--- src/rtl/demux1t4_8b_reg.sv ---
// Purpose: registered 1:4 demux; steers one WIDTH-bit word per handshake into one of four one-entry buffers (A..D).
// Latency: a word appears on its channel output, with Out_valid set, one cycle after it is accepted.
// Backpressure: In_ready drops when the destination buffer is full and its consumer is not taking the word this cycle.
// Optional feature (macro DEMUX_AUTO_SEL_EN): the destination comes from an internal round-robin pointer and Sel is ignored.
module demux1t4_8b_reg #(
    parameter int WIDTH = 8
) (
    input  logic             clk,
    input  logic             rst,
    input  logic [WIDTH-1:0] In_data,
    input  logic             In_valid,
    output logic             In_ready,
    input  logic [1:0]       Sel,
    output logic [WIDTH-1:0] A,
    output logic [WIDTH-1:0] B,
    output logic [WIDTH-1:0] C,
    output logic [WIDTH-1:0] D,
    output logic [3:0]       Out_valid,
    input  logic [3:0]       Out_ready
);

    typedef enum logic {
        EMPTY = 1'b0,
        FULL  = 1'b1
    } chan_state_t;

    chan_state_t      state_q [4];
    chan_state_t      state_d [4];
    logic [WIDTH-1:0] data_q  [4];
    logic [1:0]       dest;
    logic             accept;
    logic [3:0]       load;
    logic [3:0]       drain;

`ifdef DEMUX_AUTO_SEL_EN
    logic [1:0] ptr_q;

    // Round-robin destination pointer: advances on every accepted word, wraps naturally at 3.
    always_ff @(posedge clk) begin
        if (rst) begin
            ptr_q <= 2'd0;
        end else if (accept) begin
            ptr_q <= ptr_q + 2'd1;
        end
    end

    assign dest = ptr_q;
`else
    assign dest = Sel;
`endif

    // Ready looks only at the destination buffer; a full buffer that drains this cycle can take a new word.
    always_comb begin
        In_ready = (state_q[dest] == EMPTY) | Out_ready[dest];
    end

    assign accept = In_valid & In_ready;

    // Per-channel load/drain strobes.
    always_comb begin
        load  = 4'b0000;
        drain = 4'b0000;
        for (int i = 0; i < 4; i++) begin
            load[i]  = accept & (dest == 2'(i));
            drain[i] = (state_q[i] == FULL) & Out_ready[i];
        end
    end

    // Channel FSM state registers.
    always_ff @(posedge clk) begin
        if (rst) begin
            for (int i = 0; i < 4; i++) begin
                state_q[i] <= EMPTY;
            end
        end else begin
            for (int i = 0; i < 4; i++) begin
                state_q[i] <= state_d[i];
            end
        end
    end

    // Channel FSM next state: a load always leaves the buffer full, a drain without a load empties it.
    always_comb begin
        for (int i = 0; i < 4; i++) begin
            state_d[i] = state_q[i];
            case (state_q[i])
                EMPTY:   if (load[i]) state_d[i] = FULL;
                FULL:    if (drain[i] && !load[i]) state_d[i] = EMPTY;
                default: state_d[i] = EMPTY;
            endcase
        end
    end

    // Channel FSM outputs: valid mirrors the FULL state.
    always_comb begin
        Out_valid = 4'b0000;
        for (int i = 0; i < 4; i++) begin
            Out_valid[i] = (state_q[i] == FULL);
        end
    end

    // Channel data registers: written only on a load; kept (not cleared) after a drain.
    always_ff @(posedge clk) begin
        if (rst) begin
            for (int i = 0; i < 4; i++) begin
                data_q[i] <= '0;
            end
        end else begin
            for (int i = 0; i < 4; i++) begin
                if (load[i]) begin
                    data_q[i] <= In_data;
                end
            end
        end
    end

    assign A = data_q[0];
    assign B = data_q[1];
    assign C = data_q[2];
    assign D = data_q[3];

endmodule

--- config.mk ---
export PLATFORM = sky130hd
export DESIGN_NAME = demux1t4_8b_reg
export DESIGN_NICKNAME = d
export VERILOG_FILES = /design/src/rtl/demux1t4_8b_reg.sv
export SDC_FILE = /design/constraint.sdc
export NUM_CORES = 1
export LEC_CHECK = 0
export ABC_CLOCK_PERIOD_IN_PS = 2200
export CAP_MARGIN = 20
export CORE_MARGIN = 2
export CORE_UTILIZATION = 25
export DETAILED_ROUTE_END_ITERATION = 8
export DONT_BUFFER_PORTS = 1
export GPL_TIMING_DRIVEN = 0
export PLACE_DENSITY = 0.49
export SKIP_LAST_GASP = 1
export SLEW_MARGIN = 20
export SYNTH_ARGS = -nofsm -noshare
export SYNTH_HDL_FRONTEND = slang
export SYNTH_SLANG_ARGS = --single-unit
--- constraint.sdc ---
create_clock -name clk -period 2.2 [get_ports clk]
set_input_delay 0.55 -clock clk [delete_from_list [all_inputs] [get_ports clk]]
set_output_delay 0.55 -clock clk [all_outputs]
set_load 0.02 [all_outputs]
==> results_dict.tcl, run 1 <==
set metrics [dict create \
    status "complete, no violations" \
    cts_tree "yes" \
    cts_resized 0 \
    worstPathBufferInverterCount 0 \
    cp_data_required_time_ns 1.65 \
    yosysUniqueCellTypes 21 \
    powerDensity_nw_per_um2 795.4 \
    hold_viol_final 0 \
    start_kind "flop" \
    yosysWarnings 0 \
    num_io_pins 54 \
    cts-root-buf "clkbuf_8" \
    wl_per_cell_um 16.49 \
    async_flop_share_pct 0 \
    io_buffers 0 \
    dieArea_um2 6836 \
    fmax_ghz 0.4962 \
    pwr-share-seq_pct 60.0 \
    die_w_um 82.68 \
    hpwl_mm 2.592 \
    diodes 0 \
    synth_common_cells "32 x edfxtp_1, 32 x nor3_1, 10 x nand3b_1" \
    post-place-cells 193 \
    synth_edf_count 32 \
    crit_type "reg2out" \
    synthFlopType "edfxtp_1" \
    pwr-share-clk_pct 33.8 \
    core_um2 5956 \
    die_y_um 82.68 \
    clk_pin_slew_worst_paths_ns 0.06 \
    hold_path_class "in2reg" \
    clkLatencyLatePin_ns 0.28 \
    p_switching_w 0.0003195 \
    cts.path.max_buffers 2 \
    area_delta_synth_final_pct 11.88 \
    crit_arrival_ns 1.47 \
    antenna_found_initial 0 \
    ant_nets 0 \
    syn_nets 135 \
    internal-power_w 0.001058 \
    synthesis.instances 118 \
    combPwrFrac_pct 6.3 \
    gp_congestion 0.7798 \
    grt-ovfl-total 0 \
    drt-vias-per-instance 4.587 \
    met3_usage_pct 5.326 \
    drive_gt1_share_pct 13.49 \
    grt_use_met2_pct 16.45 \
    slowest_stage "mux4_2" \
    dr.pass1.iters 4 \
    grt_pass1_vias 896 \
    wl_mm 3.314 \
    setup_viol 0 \
    grt_max_degree 12 \
    placed_area_um2 1642 \
    final_util_pct 29.08 \
    critical-path-top-delay-family "multiplexers" \
    synth-seq-area-share_pct 67.26 \
    drtIter0Drc 67 \
    crit_chain "or2b_1 > mux4_2" \
    nets 142 \
    end_kind "output pin" \
    start_util_pct 25.99 \
    fin_crit_ns 2.015 \
    fin_skew_ns 0.002319 \
    power_leakage_nw 0.5885 \
    vias 922 \
    max_stage_delay_ns 0.55 \
    drc 0 \
    tightest_slew_ns 0.3600 \
    fin_area_um2 1732 \
    syn-cell-area_um2 1548 \
    maxCapViolCount 0 \
    grt_util_met1_pct 11.39 \
    htreeDepth 2 \
    num_rows 28 \
    power_w 0.001377 \
    synth_top_area_share_pct 62.09 \
    r2r_setup_slack_ns 0.90 \
    finalSetupTns_ns 0 \
    fin_crit_sh_pct 91.61 \
    cts_setup_buffers 0 \
    rsz0062_at_grt "false" \
    drv_slew 0 \
    yosys-top-cells-area "edfxtp_1 62%, nor3_1 10%, dfxtp_1 5.2%, nand3b_1 4.9%, a41o_1 2.6%" \
    stdcell_count 201 \
    grt_pass1_wl_mm 4.926 \
    avgSynthCellArea_um2 13.12 \
    peakVddDrop_mv 0.3453 \
    clock-sinks 36 \
    cp_max_fo 3 \
    cts_made_buffers 5 \
    max-slew-margin-rel_pct 76.00 \
    grt.total_usage_pct 10.42 \
    top_usage_layer "met2" \
    netSwitchingFraction_pct 23.19 \
    synth_seq_cells 36 \
    cts_hold_buf 0 \
    yosysTopAreaCell "edfxtp_1" \
]
power groups by stage:
stage / clock [W] / combinational, W / sequential [W]
3_3_place_gp: 0 / 0.0000849 / 0.000842
2_1_floorplan: 0 / 0.0000698 / 0.000835
3_5_place_dp: 0 / 0.0000867 / 0.000843
4_1_cts: 0.000474 / 0.0000875 / 0.000828
5_1_grt: 0.000502 / 0.0000959 / 0.000828
6_report: 0.000465 / 0.0000863 / 0.000826
layer usage:
metal | part of all wire [%] | wire (um) | vias to the layer above
li1 | - | - | 450
met1 | 41 | 1345 | 427
met2 | 48 | 1605 | 37
met3 | 8.4 | 277 | 8
met4 | 2.6 | 85 | 0
met5 | 0 | 0 | -
per-stage QoR:
stage	hold WS, ns	setup WS [ns]
2_1_floorplan	0.4952	0.3327
3_3_place_gp	0.5447	0.2904
3_5_place_dp	0.5520	0.2921
4_1_cts	0.4942	0.1709
5_1_grt	0.5087	0.1330
6_report	0.4980	0.1846
worst reg2reg max path: stages, from the launching register on:
cell and delay, ns:
dfxtp_1 0.37, or2b_1 0.27, a41o_1 0.38
logic make-up (layout without fill, tap and decap cells):
group	Yosys count	in the layout	share of synthesized area (%)
simple gates	56	56	20.94
flops	36	36	67.26
buf+inv	17	25	6.467
compound gates	8	8	3.881
mux	1	1	1.455
cells in the final DEF (no fill, tap or decap), types with 5 or more instances in the layout:
master    synthesis  layout
nor3_1           32      32
edfxtp_1         32      32
nand3b_1         10      10
clkbuf_1          5       6
clkbuf_8          0       6
buf_4             5       5
state kept, by name, summed over array words and instances (netlist names):
name / cells
data_q: 32
state_q: 4
area by class of cell:
cell class	count	area, um^2
fill	624	4224
clock buffer	7	86.33
tap	75	93.84
clock inverter	1	3.754
inverter	2	7.507
multi-input combinational	65	406.6
sequential	36	1041
buffer	15	92.59
path summary, 6_finish.rpt:
| check | from | to | cells after the start |
|---|---|---|---|
| worst max-delay path | state_q[1] | In_ready | 2 |
| worst min-delay path | Out_ready[1] | state_q[1] | 2 |
| worst max register to register | state_q[1] | data_q[1][0] | 2 |
| worst min register to register | state_q[2] | state_q[2] | 2 |
Power figures use the tool's default switching activity.
==> inputs of run 2 (changes only) <==
- CORE_MARGIN: 2 -> unset
==> results_dict.tcl, run 2 (synthesis results as in run 1) <==
set metrics [dict create \
    fin_crit_sh_pct 91.03 \
    grt_max_degree 11 \
    cp_max_fo 3 \
    grt.total_usage_pct 11.53 \
    cts.path.max_buffers 2 \
    grt_pass1_wl_mm 5.230 \
    num_rows 28 \
    gp_congestion 0.7756 \
    area_delta_synth_final_pct 10.99 \
    tightest_slew_ns 0.3736 \
    cts-root-buf "clkbuf_8" \
    dieArea_um2 6509 \
    diodes 0 \
    die_y_um 80.68 \
    core_um2 5956 \
    drtIter0Drc 33 \
    cts_resized 0 \
    drive_gt1_share_pct 12.80 \
    grt_pass1_vias 965 \
    grt-ovfl-total 0 \
    rsz0062_at_grt "false" \
    largestRegisters "data_q x32, state_q x4" \
    maxCapViolCount 0 \
    wl_per_cell_um 16.94 \
    hpwl_mm 2.575 \
    max-slew-margin-rel_pct 75.10 \
    clk_pin_slew_worst_paths_ns 0.07 \
    regArea_um2 1041 \
    drt-vias-per-instance 4.690 \
    wl_mm 3.388 \
    fin_crit_ns 2.003 \
    crit_type "reg2out" \
    stdcell_count 200 \
    peakVddDrop_mv 0.3005 \
    largest_reg_flops 32 \
    end_kind "output pin" \
    top_register "data_q" \
    vias 938 \
    power_leakage_nw 0.5817 \
    clkLatencyLatePin_ns 0.29 \
    fillers 616 \
    drc 0 \
    multiInputGateArea_um2 406.6 \
    hold_path_class "in2reg" \
    start_kind "flop" \
    dr.pass1.iters 4 \
    cts_hold_buf 0 \
    die_w_um 80.68 \
    hold_viol_final 0 \
    crit_arrival_ns 1.45 \
    cp_data_required_time_ns 1.65 \
    powerDensity_nw_per_um2 781.6 \
    num_io_pins 54 \
    setup_viol 0 \
    drv_slew 0 \
    io_buffers 0 \
    cts_made_buffers 5 \
    ant_nets 0 \
    htreeDepth 2 \
    antenna_found_initial 0 \
    clock-sinks 36 \
    cts_setup_buffers 0 \
    start_util_pct 25.99 \
    fmax_ghz 0.4993 \
    fin_skew_ns 0.004454 \
    nets 142 \
    post-place-cells 193 \
    finalSetupTns_ns 0 \
    layout_common_cells "32 x nor3_1, 32 x edfxtp_1, 10 x nand3b_1" \
    status "complete, no violations" \
    whs_ns 0.4959 \
    cts_tree "yes" \
]
run 2: cell count changes in the layout (fill, tap and decap cells not counted), sizes merged:
cell / before / now
clkbuf: 12 / 10
clkinv: 1 / 2
run 2: worst paths after layout:
check / startpoint / slack, ns / cells past startpoint / endpoint
worst max register to register: state_q[3] / 0.92 / 2 / data_q[3][7]
worst min register to register: state_q[0] / 0.55 / 2 / state_q[0]
worst min-delay path: Out_ready[1] / 0.50 / 2 / state_q[1]
worst max-delay path: state_q[3] / 0.20 / 2 / In_ready
run 2: layout make-up:
| cell class | instances | share of cell area [%] |
|---|---|---|
| plain buffers | 15 | 5.390 |
| well taps | 75 | 5.462 |
| inverters | 2 | 0.4370 |
| clock buffers | 5 | 4.006 |
| multi-input cells | 65 | 23.67 |
| clock inverters | 2 | 0.4370 |
| flip-flops and latches | 36 | 60.60 |
run 2: routing by layer:
| layer | global-route usage [%] | wire, um | up-vias |
|---|---|---|---|
| met5 | 0 | 0 | - |
| met4 | 6.964 | 82 | 0 |
| met3 | 5.227 | 300 | 7 |
| met2 | 18.90 | 1646 | 40 |
| met1 | 12.00 | 1359 | 440 |
| li1 | - | - | 451 |
run 2: metrics by stage:
| step | total power, W | setup slack (ns) | cell area, um^2 | utilization, % |
|---|---|---|---|---|
| 2_1_floorplan | 0.0009049 | 0.3327 | 1548 | - |
| 3_3_place_gp | 0.0009261 | 0.2927 | 1642 | 27.56 |
| 3_5_place_dp | 0.0009294 | 0.2880 | 1642 | 27.56 |
| 4_1_cts | 0.001345 | 0.1889 | 1718 | 28.84 |
| 5_1_grt | 0.001389 | 0.1368 | 1718 | 28.84 |
| 6_report | 0.001343 | 0.1973 | 1718 | 28.84 |
run 2: where the power goes:
| group | total (W) | internal, W | switching, W |
|---|---|---|---|
| combinational | 0.0000870 | 0.0000294 | 0.0000576 |
| sequential | 0.000826 | 0.000778 | 0.0000484 |
| clock | 0.000429 | 0.000209 | 0.000221 |
run 2: critical path, stage by stage, from the launching register on:
cell and delay (ns):
dfxtp_1 0.34, or2b_1 0.27, mux4_2 0.56
